==> config.mk <==
export PLATFORM = sky130hd
export DESIGN_NAME = mezclador_bandas
export DESIGN_NICKNAME = d
export VERILOG_FILES = /design/src/rtl/mezclador_bandas.sv
export SDC_FILE = /design/constraint.sdc
export NUM_CORES = 2
export LEC_CHECK = 0
export CAP_MARGIN = 15
export CORE_MARGIN = 2
export CORE_UTILIZATION = 25
export CTS_BUF_LIST = sky130_fd_sc_hd__clkbuf_8
export DETAILED_ROUTE_END_ITERATION = 10
export DONT_BUFFER_PORTS = 1
export PLACE_DENSITY = 0.37
export SKIP_CTS_REPAIR_TIMING = 1
export SYNTH_ARGS = -nofsm -noshare
export SYNTH_HDL_FRONTEND = slang
export SYNTH_SLANG_ARGS = --single-unit
export TNS_END_PERCENT = 50
==> constraint.sdc <==
create_clock -name clock_In -period 18.3 [get_ports clock_In]
set_clock_uncertainty 0.2 [all_clocks]
set_input_delay 3.66 -clock clock_In [delete_from_list [all_inputs] [get_ports clock_In]]
set_output_delay 3.66 -clock clock_In [all_outputs]
set_load 0.01 [all_outputs]
==> src/rtl/mezclador_bandas.sv <==
// mezclador_bandas: weights the three equalizer bands by their signed gains,
// sums them with one shared multiplier (one band per clock) and saturates the
// Q8.16 result. One sample is processed per enable strobe.
//
// Handshake: enable is a one-cycle strobe, accepted only when Busy=0 (IDLE).
// A strobe seen while Busy=1 is dropped and latches Muestra_Perdida until reset.
// Data_Valid pulses for one cycle when Data_Out updates, and Saturado is
// qualified by Data_Valid.
module mezclador_bandas #(
    parameter int N        = 25,
    parameter int S        = 1,
    parameter int Magnitud = 8,
    parameter int Decimal  = 16
) (
    input  logic         clock_In,
    input  logic         Reset,
    input  logic         enable,
    input  logic [N-1:0] Data_In_bajos,
    input  logic [N-1:0] Data_In_medios,
    input  logic [N-1:0] Data_In_altos,
    input  logic [N-1:0] Gain_bajos,
    input  logic [N-1:0] Gain_medios,
    input  logic [N-1:0] Gain_altos,
    output logic [N-1:0] Data_Out,
    output logic         Data_Valid,
    output logic         Busy,
    output logic         Saturado,
    output logic         Muestra_Perdida,
    output logic [2:0]   estado
);

    // Fractional shift; falls back to N-S-Magnitud if the field widths disagree.
    localparam int SHIFT = (S + Magnitud + Decimal == N) ? Decimal : (N - S - Magnitud);
    // Two guard bits: the sum of three full products can never wrap.
    localparam int AW    = 2 * N + 2;
    localparam int RW    = AW - SHIFT;
    localparam logic signed [RW-1:0] R_MAX = {{(RW-N+1){1'b0}}, {(N-1){1'b1}}};
    localparam logic signed [RW-1:0] R_MIN = {{(RW-N+1){1'b1}}, {(N-1){1'b0}}};

    typedef enum logic [2:0] {
        IDLE  = 3'd0,
        MUL_B = 3'd1,
        MUL_M = 3'd2,
        MUL_A = 3'd3,
        SAT   = 3'd4
    } state_t;

    state_t state, state_next;

    logic [N-1:0] lat_b, lat_m, lat_a, lat_gb, lat_gm, lat_ga;
    logic signed [N-1:0]    op_a, op_b;
    logic signed [2*N-1:0]  ext_a, ext_b, prod;
    logic signed [AW-1:0]   prod_ext, acc;
    logic signed [RW-1:0]   r;
    logic                   accept;

    assign accept = (state == IDLE) && enable;
    assign Busy   = (state != IDLE);
    assign estado = state;

    // State register.
    always_ff @(posedge clock_In or negedge Reset) begin
        if (!Reset) state <= IDLE;
        else        state <= state_next;
    end

    // Next-state: fixed walk through the three products and the saturate step.
    always_comb begin
        state_next = state;
        case (state)
            IDLE:    if (enable) state_next = MUL_B;
            MUL_B:   state_next = MUL_M;
            MUL_M:   state_next = MUL_A;
            MUL_A:   state_next = SAT;
            SAT:     state_next = IDLE;
            default: state_next = IDLE;
        endcase
    end

    // Operand multiplexer feeding the single shared multiplier.
    always_comb begin
        op_a = lat_b;
        op_b = lat_gb;
        case (state)
            MUL_M: begin op_a = lat_m; op_b = lat_gm; end
            MUL_A: begin op_a = lat_a; op_b = lat_ga; end
            default: ;
        endcase
    end

    // Sign-extend to the product width so the low 2N bits are the exact signed product.
    assign ext_a    = {{N{op_a[N-1]}}, op_a};
    assign ext_b    = {{N{op_b[N-1]}}, op_b};
    assign prod     = ext_a * ext_b;
    assign prod_ext = {{2{prod[2*N-1]}}, prod};

    // Dropping the low SHIFT bits of a signed value is an arithmetic shift (floor).
    assign r = $signed(acc[AW-1:SHIFT]);

    // Operand capture on an accepted strobe; later input changes are ignored.
    always_ff @(posedge clock_In or negedge Reset) begin
        if (!Reset) begin
            lat_b  <= '0; lat_m  <= '0; lat_a  <= '0;
            lat_gb <= '0; lat_gm <= '0; lat_ga <= '0;
        end else if (accept) begin
            lat_b  <= Data_In_bajos;
            lat_m  <= Data_In_medios;
            lat_a  <= Data_In_altos;
            lat_gb <= Gain_bajos;
            lat_gm <= Gain_medios;
            lat_ga <= Gain_altos;
        end
    end

    // Accumulator: the low-band product restarts it, the other two add in.
    always_ff @(posedge clock_In or negedge Reset) begin
        if (!Reset) begin
            acc <= '0;
        end else begin
            case (state)
                MUL_B:   acc <= prod_ext;
                MUL_M,
                MUL_A:   acc <= acc + prod_ext;
                default: ;
            endcase
        end
    end

    // Saturating output stage; Data_Out holds between samples.
    always_ff @(posedge clock_In or negedge Reset) begin
        if (!Reset) begin
            Data_Out   <= '0;
            Data_Valid <= 1'b0;
            Saturado   <= 1'b0;
        end else begin
            Data_Valid <= (state == SAT);
            Saturado   <= 1'b0;
            if (state == SAT) begin
                if (r > R_MAX) begin
                    Data_Out <= {1'b0, {(N-1){1'b1}}};
                    Saturado <= 1'b1;
                end else if (r < R_MIN) begin
                    Data_Out <= {1'b1, {(N-1){1'b0}}};
                    Saturado <= 1'b1;
                end else begin
                    Data_Out <= r[N-1:0];
                end
            end
        end
    end

    // Sticky lost-sample flag: any strobe outside IDLE is dropped.
    always_ff @(posedge clock_In or negedge Reset) begin
        if (!Reset)                Muestra_Perdida <= 1'b0;
        else if (enable && Busy)   Muestra_Perdida <= 1'b1;
    end

endmodule

# After elaboration in Yosys (flattened, before gate mapping)
# Index checks and enable logic that the tools add are counted.
# W data, S select, Z words.
# classes
eq_ne	5
n_reduce_logical	6
n_mul	1
muxes	10
magnitude_cmp	2
add_sub_neg	1
# op_table
operator	n
$pmux W52 S2	1
$pmux W25 S2	2
$add A52 B50 Y52	1
$mul A25 B25 Y50	1
$mux W25	2
$gt A36 B25 Y1 const B	1
$lt A36 B25 Y1 const B	1
$pmux W3 S4	1
$eq A3 B2 Y1 const B	2
$eq A3 B1 Y1 const B	1
$eq A3 B3 Y1 const B	1
$logic_not A3 Y1	1
$mux W1	3
$mux W3	1
$reduce_bool A3 Y1	1
$logic_and A1 B1 Y1	2
$ne A2 B2 Y1 const B	1
$reduce_bool A2 Y1	1
$reduce_or A2 Y1	1
# word_totals
out_inout_bits	32
regBits	233

# Longest topological paths before layout
# depth
word_depth	5
mapped_depth	44
depth_no_buf	39

# Least setup slack after synthesis
# No wires, ideal clock.
# synth_path
kind	flip-flop to flip-flop
start	reg state[2], in the netlist estado[2]
end	reg acc[51]
arrival_ns	10.092
path_slack_ns	7.922
stages_incl_launch_ff	44
setup_time_ns	0.086
cell_sequence	dfrtp_1 -> clkbuf_1 -> nand2b_1 -> clkbuf_1 -> clkbuf_1 -> buf_1 -> nand2_1 -> o21ai_1 -> clkbuf_1 -> nand2_1 -> fa_1 -> fa_1 -> inv_1 -> fa_1 -> inv_1 -> fa_1 -> inv_1 -> fa_1 -> (+8 left out) -> nor2b_1 -> o21ai_0 -> o211ai_1 -> a311o_1 -> a31oi_1 -> xnor2_1 -> ha_1 -> a21o_1 -> a21o_1 -> a2111oi_0 -> o21ai_0 -> a221o_1 -> a31oi_4 -> o211ai_2 -> nand2_2 -> or4_1 -> o2111ai_1 -> nor3_1
# synth_between
elab_chain_cells	5
# synth_rtl
item	line	source
start, declared	48	state_t state, state_next;
start signal, assigned	64	else state <= state_next;
$eq A3 B2 Y1	84, 120	
$pmux W25 S2	84	case (state)
$mul A25 B25 Y50	94	assign prod = ext_a * ext_b;
$add A52 B50 Y52	123	MUL_A: acc <= acc + prod_ext;
$pmux W52 S2	120	case (state)
end signal, assigned	121	MUL_B: acc <= prod_ext;
end signal, assigned	123	
end, declared	53	logic signed [AW-1:0] prod_ext, acc;
# Several ways; a longest one is shown, not always the timed one.
# A chain may end at the register's enable or synchronous reset.

# Worst setup path after layout
# layout_path
start	reg state[2], in the netlist estado[2]
end	reg acc[48]
# Same word-level chain as after synthesis.

==> flow_summary.toml <==
[synthesis]
synth-async-reset-ratio_pct = 100
synth_top_area_cell = "fa_1"
synth-edff-count = 0
synth.most_common_cell = "inv_1"
yosysSeqAreaShare_pct = 16.4
synth_area_mm2 = 0.0356
ys_top_cells_by_area = "fa_1 37%, dfrtp_1 16%, inv_1 7.3%, ha_1 7.0%, nand2_1 5.1%"
synth_common_cells = "693 x inv_1, 659 x fa_1, 483 x nand2_1"
ys_ff_latch = 233
synth_cells = 3847
synth.distinct_cells = 68
synthFlopType = "dfrtp_1"
synth.net_count = 4858
syn_area_per_cell_um2 = 9.25
yosysWarningCount = 0
yosysTopAreaCellShare_pct = 37.1

[cts]
clock-sinks = 233
cts_tree = "yes"
clock_latency_ns = 0.68
ctsHtreeMaxLevel = 2
numCtsBuffers = 48
cts.reportedPaths.clkPinSlew_ns = 0.06
clockBufferDepth = 3
clockRootBuffer = "clkbuf_8"

[routing]
route.vias.total = 26200
wl_um = 122000
final_antenna_net_count = 0
avgViaCountPerCell = 4.59
dr.pass1.iters = 5
avgRoutedWirePerCell_um = 21.4
dr.first_iter.drc_count = 1377
drc_errors = 0

[floorplanning]
initial_core_util_pct = 25.2
core_mm2 = 0.141
fp.dieH_um = 381
io_pins = 185
die_area_mm2 = 0.145
rows = 138
dieWidth_um = 381

[timing]
max_freq_mhz = 81.0
rsz0062_at_grt = "false"
tns_ns = 0
fin_crit_sh_pct = 67.4
finalSetupViolCount = 0
hold_viol = 0
fin_crit_ns = 12.34
slew_headroom_pct = 20.5
drv_slew = 0
worst_slew_pin_slew_ns = 1.19

[global_routing]
top_usage_layer = "met2"
grtUsageMet2_pct = 31.4
gr-total-overflow = 0
grt_pass1_wl_um = 184000
grt_pass1_vias = 28000
grt_util_all_layers_pct = 16.9
met3_usage_pct = 1.37
antenna_found_initial = 2
grt_max_degree = 234
met1_usage_pct = 20.8

[layout]
area_growth_syn_to_layout_pct = 9.06
final_layout_size_suffix_gt1_share_pct = 8.38
design_area_mm2 = 0.0388
multi_input_area_mm2 = 0.0266
fin_nets = 4786
final-seq-area_mm2 = 0.00583
num-fill-cells = 15200

[placement]
io_buffer_count = 0
placed_area_mm2 = 0.0379
routabilityCongestion = 0.832
dp_hpwl_um = 96700

[run_status]
outcome = "finished clean"

[setup_path]
r2r_start = "estado[2]"
crit_fanout = 76
critPathLaunchType = "register"
critPathMaxStageDelay_ns = 0.75
crit_type = "register to register"
rr_endpoint = "acc[48]"
arrival_ns = 12.67
r2r_cells = 38
crit_top_cell = "fa_1"
crit_required_ns = 18.63
rrSetupSlack_ns = 5.96
crit_path_end_kind = "register"
slowest_stage = "nand2b_4"

[worst_hold_path]
hp-start = "lat_gm[23]"
holdPathEnd = "lat_gm[23]"
hp-class = "register to register"
min_path_cells = 1

[job]
maxCapViolCount = 0
## worst max-delay path, delay by kind of cell, from the launching register on
| family | cells | cell delay [ns] |
|---|---|---|
| XOR/XNOR | 2 | 0.34 |
| adder cells (fa/ha/maj) | 9 | 4.22 |
| AND/OR/NAND/NOR | 9 | 1.95 |
| buffers and inverters | 6 | 1.30 |
| flip-flops | 1 | 0.54 |
| AO/OA/AOI/OAI | 12 | 3.43 |
## sequential cells by signal, indices dropped and copies added (netlist names)
register	flops
Data_Out	25
Data_Valid	1
Muestra_Perdida	1
Saturado	1
acc	52
estado	3
lat_a	25
lat_b	25
lat_ga	25
lat_gb	25
lat_gm	25
lat_m	25
## cells by family (layout without fill, tap and decap cells)
logic type,Yosys count,after routing,synth area share (%)
AND/OR/NAND/NOR,1050,1050,12.1
buffers and inverters,878,837,9.26
adder cells (fa/ha/maj),858,858,44.1
AO/OA/AOI/OAI,519,519,9.34
flip-flops,233,233,16.4
multiplexers,203,203,6.24
XOR/XNOR,106,106,2.61
other,0,1,0
## layout by cell type, fill, tap and decap left out, types with 5 or more instances in the layout
cell      synthesis  routed
inv_1           693     711
fa_1            659     659
nand2_1         483     483
nor2_1          409     408
dfrtp_1         233     232
ha_1            199     199
mux2_2          150     150
a21oi_1         107     103
o21ai_0         125     103
xnor2_1          73      73
a21o_1           69      69
buf_4             0      61
clkbuf_8          0      56
o21a_1           54      54
mux2i_1          53      53
a31oi_1          38      37
xor2_1           33      33
nand3_1          28      28
nor3_1           24      24
o21ai_1          16      21
o21bai_1         21      21
and2_1           17      17
nand4_1          17      17
o21ai_2           0      17
nor2b_1          17      16
and3_1           16      16
o211ai_1         10      10
o31ai_1          11      10
a211oi_1          9       9
o22ai_1           8       8
or2_2             8       8
nand2b_1          9       8
a221oi_1          5       5
or3_1             5       5
a22oi_1           5       5
## per-stage QoR
stage               utilization [%]  hold WS, ns  setup WS, ns  std cells
floorplan                         -        0.274          7.92       3847
global placement               26.7        0.289          6.01       5614
detailed placement             26.8        0.294          5.82       5615
CTS                            27.4        0.307          5.79       5696
global route                   27.4        0.316          4.88       5697
finish                         27.4        0.303          5.96       5697
## worst max-delay path by stage
stage               to       from  cells after the start  slack (ns)
2_1_floorplan  acc[51]  estado[2]                     43        7.92
3_3_place_gp   acc[48]  estado[0]                     37        6.01
3_5_place_dp   acc[44]  estado[2]                     37        5.82
4_1_cts        acc[44]  estado[2]                     37        5.79
5_1_grt        acc[48]  estado[2]                     39        4.88
6_report       acc[48]  estado[2]                     38        5.96
## cell type report
| type | instances | share of cell area (%) |
|---|---|---|
| clock buffer | 56 | 1.99 |
| inverter | 694 | 6.71 |
| multi-input combinational | 2736 | 68.5 |
| tap | 1890 | 6.09 |
| antenna | 1 | 0.00645 |
| timing repair buffer | 62 | 1.22 |
| sequential | 233 | 15.0 |
| clock inverter | 25 | 0.487 |
## layer usage
| metal | part of all wire, % | vias up |
|---|---|---|
| li1 | - | 11800 |
| met1 | 40 | 13800 |
| met2 | 54 | 444 |
| met3 | 3.2 | 131 |
| met4 | 2.5 | 0 |
| met5 | 0 | - |
Power is not shown: default switching activity piles up to over one toggle a cycle in this logic, so the estimate is an artifact.
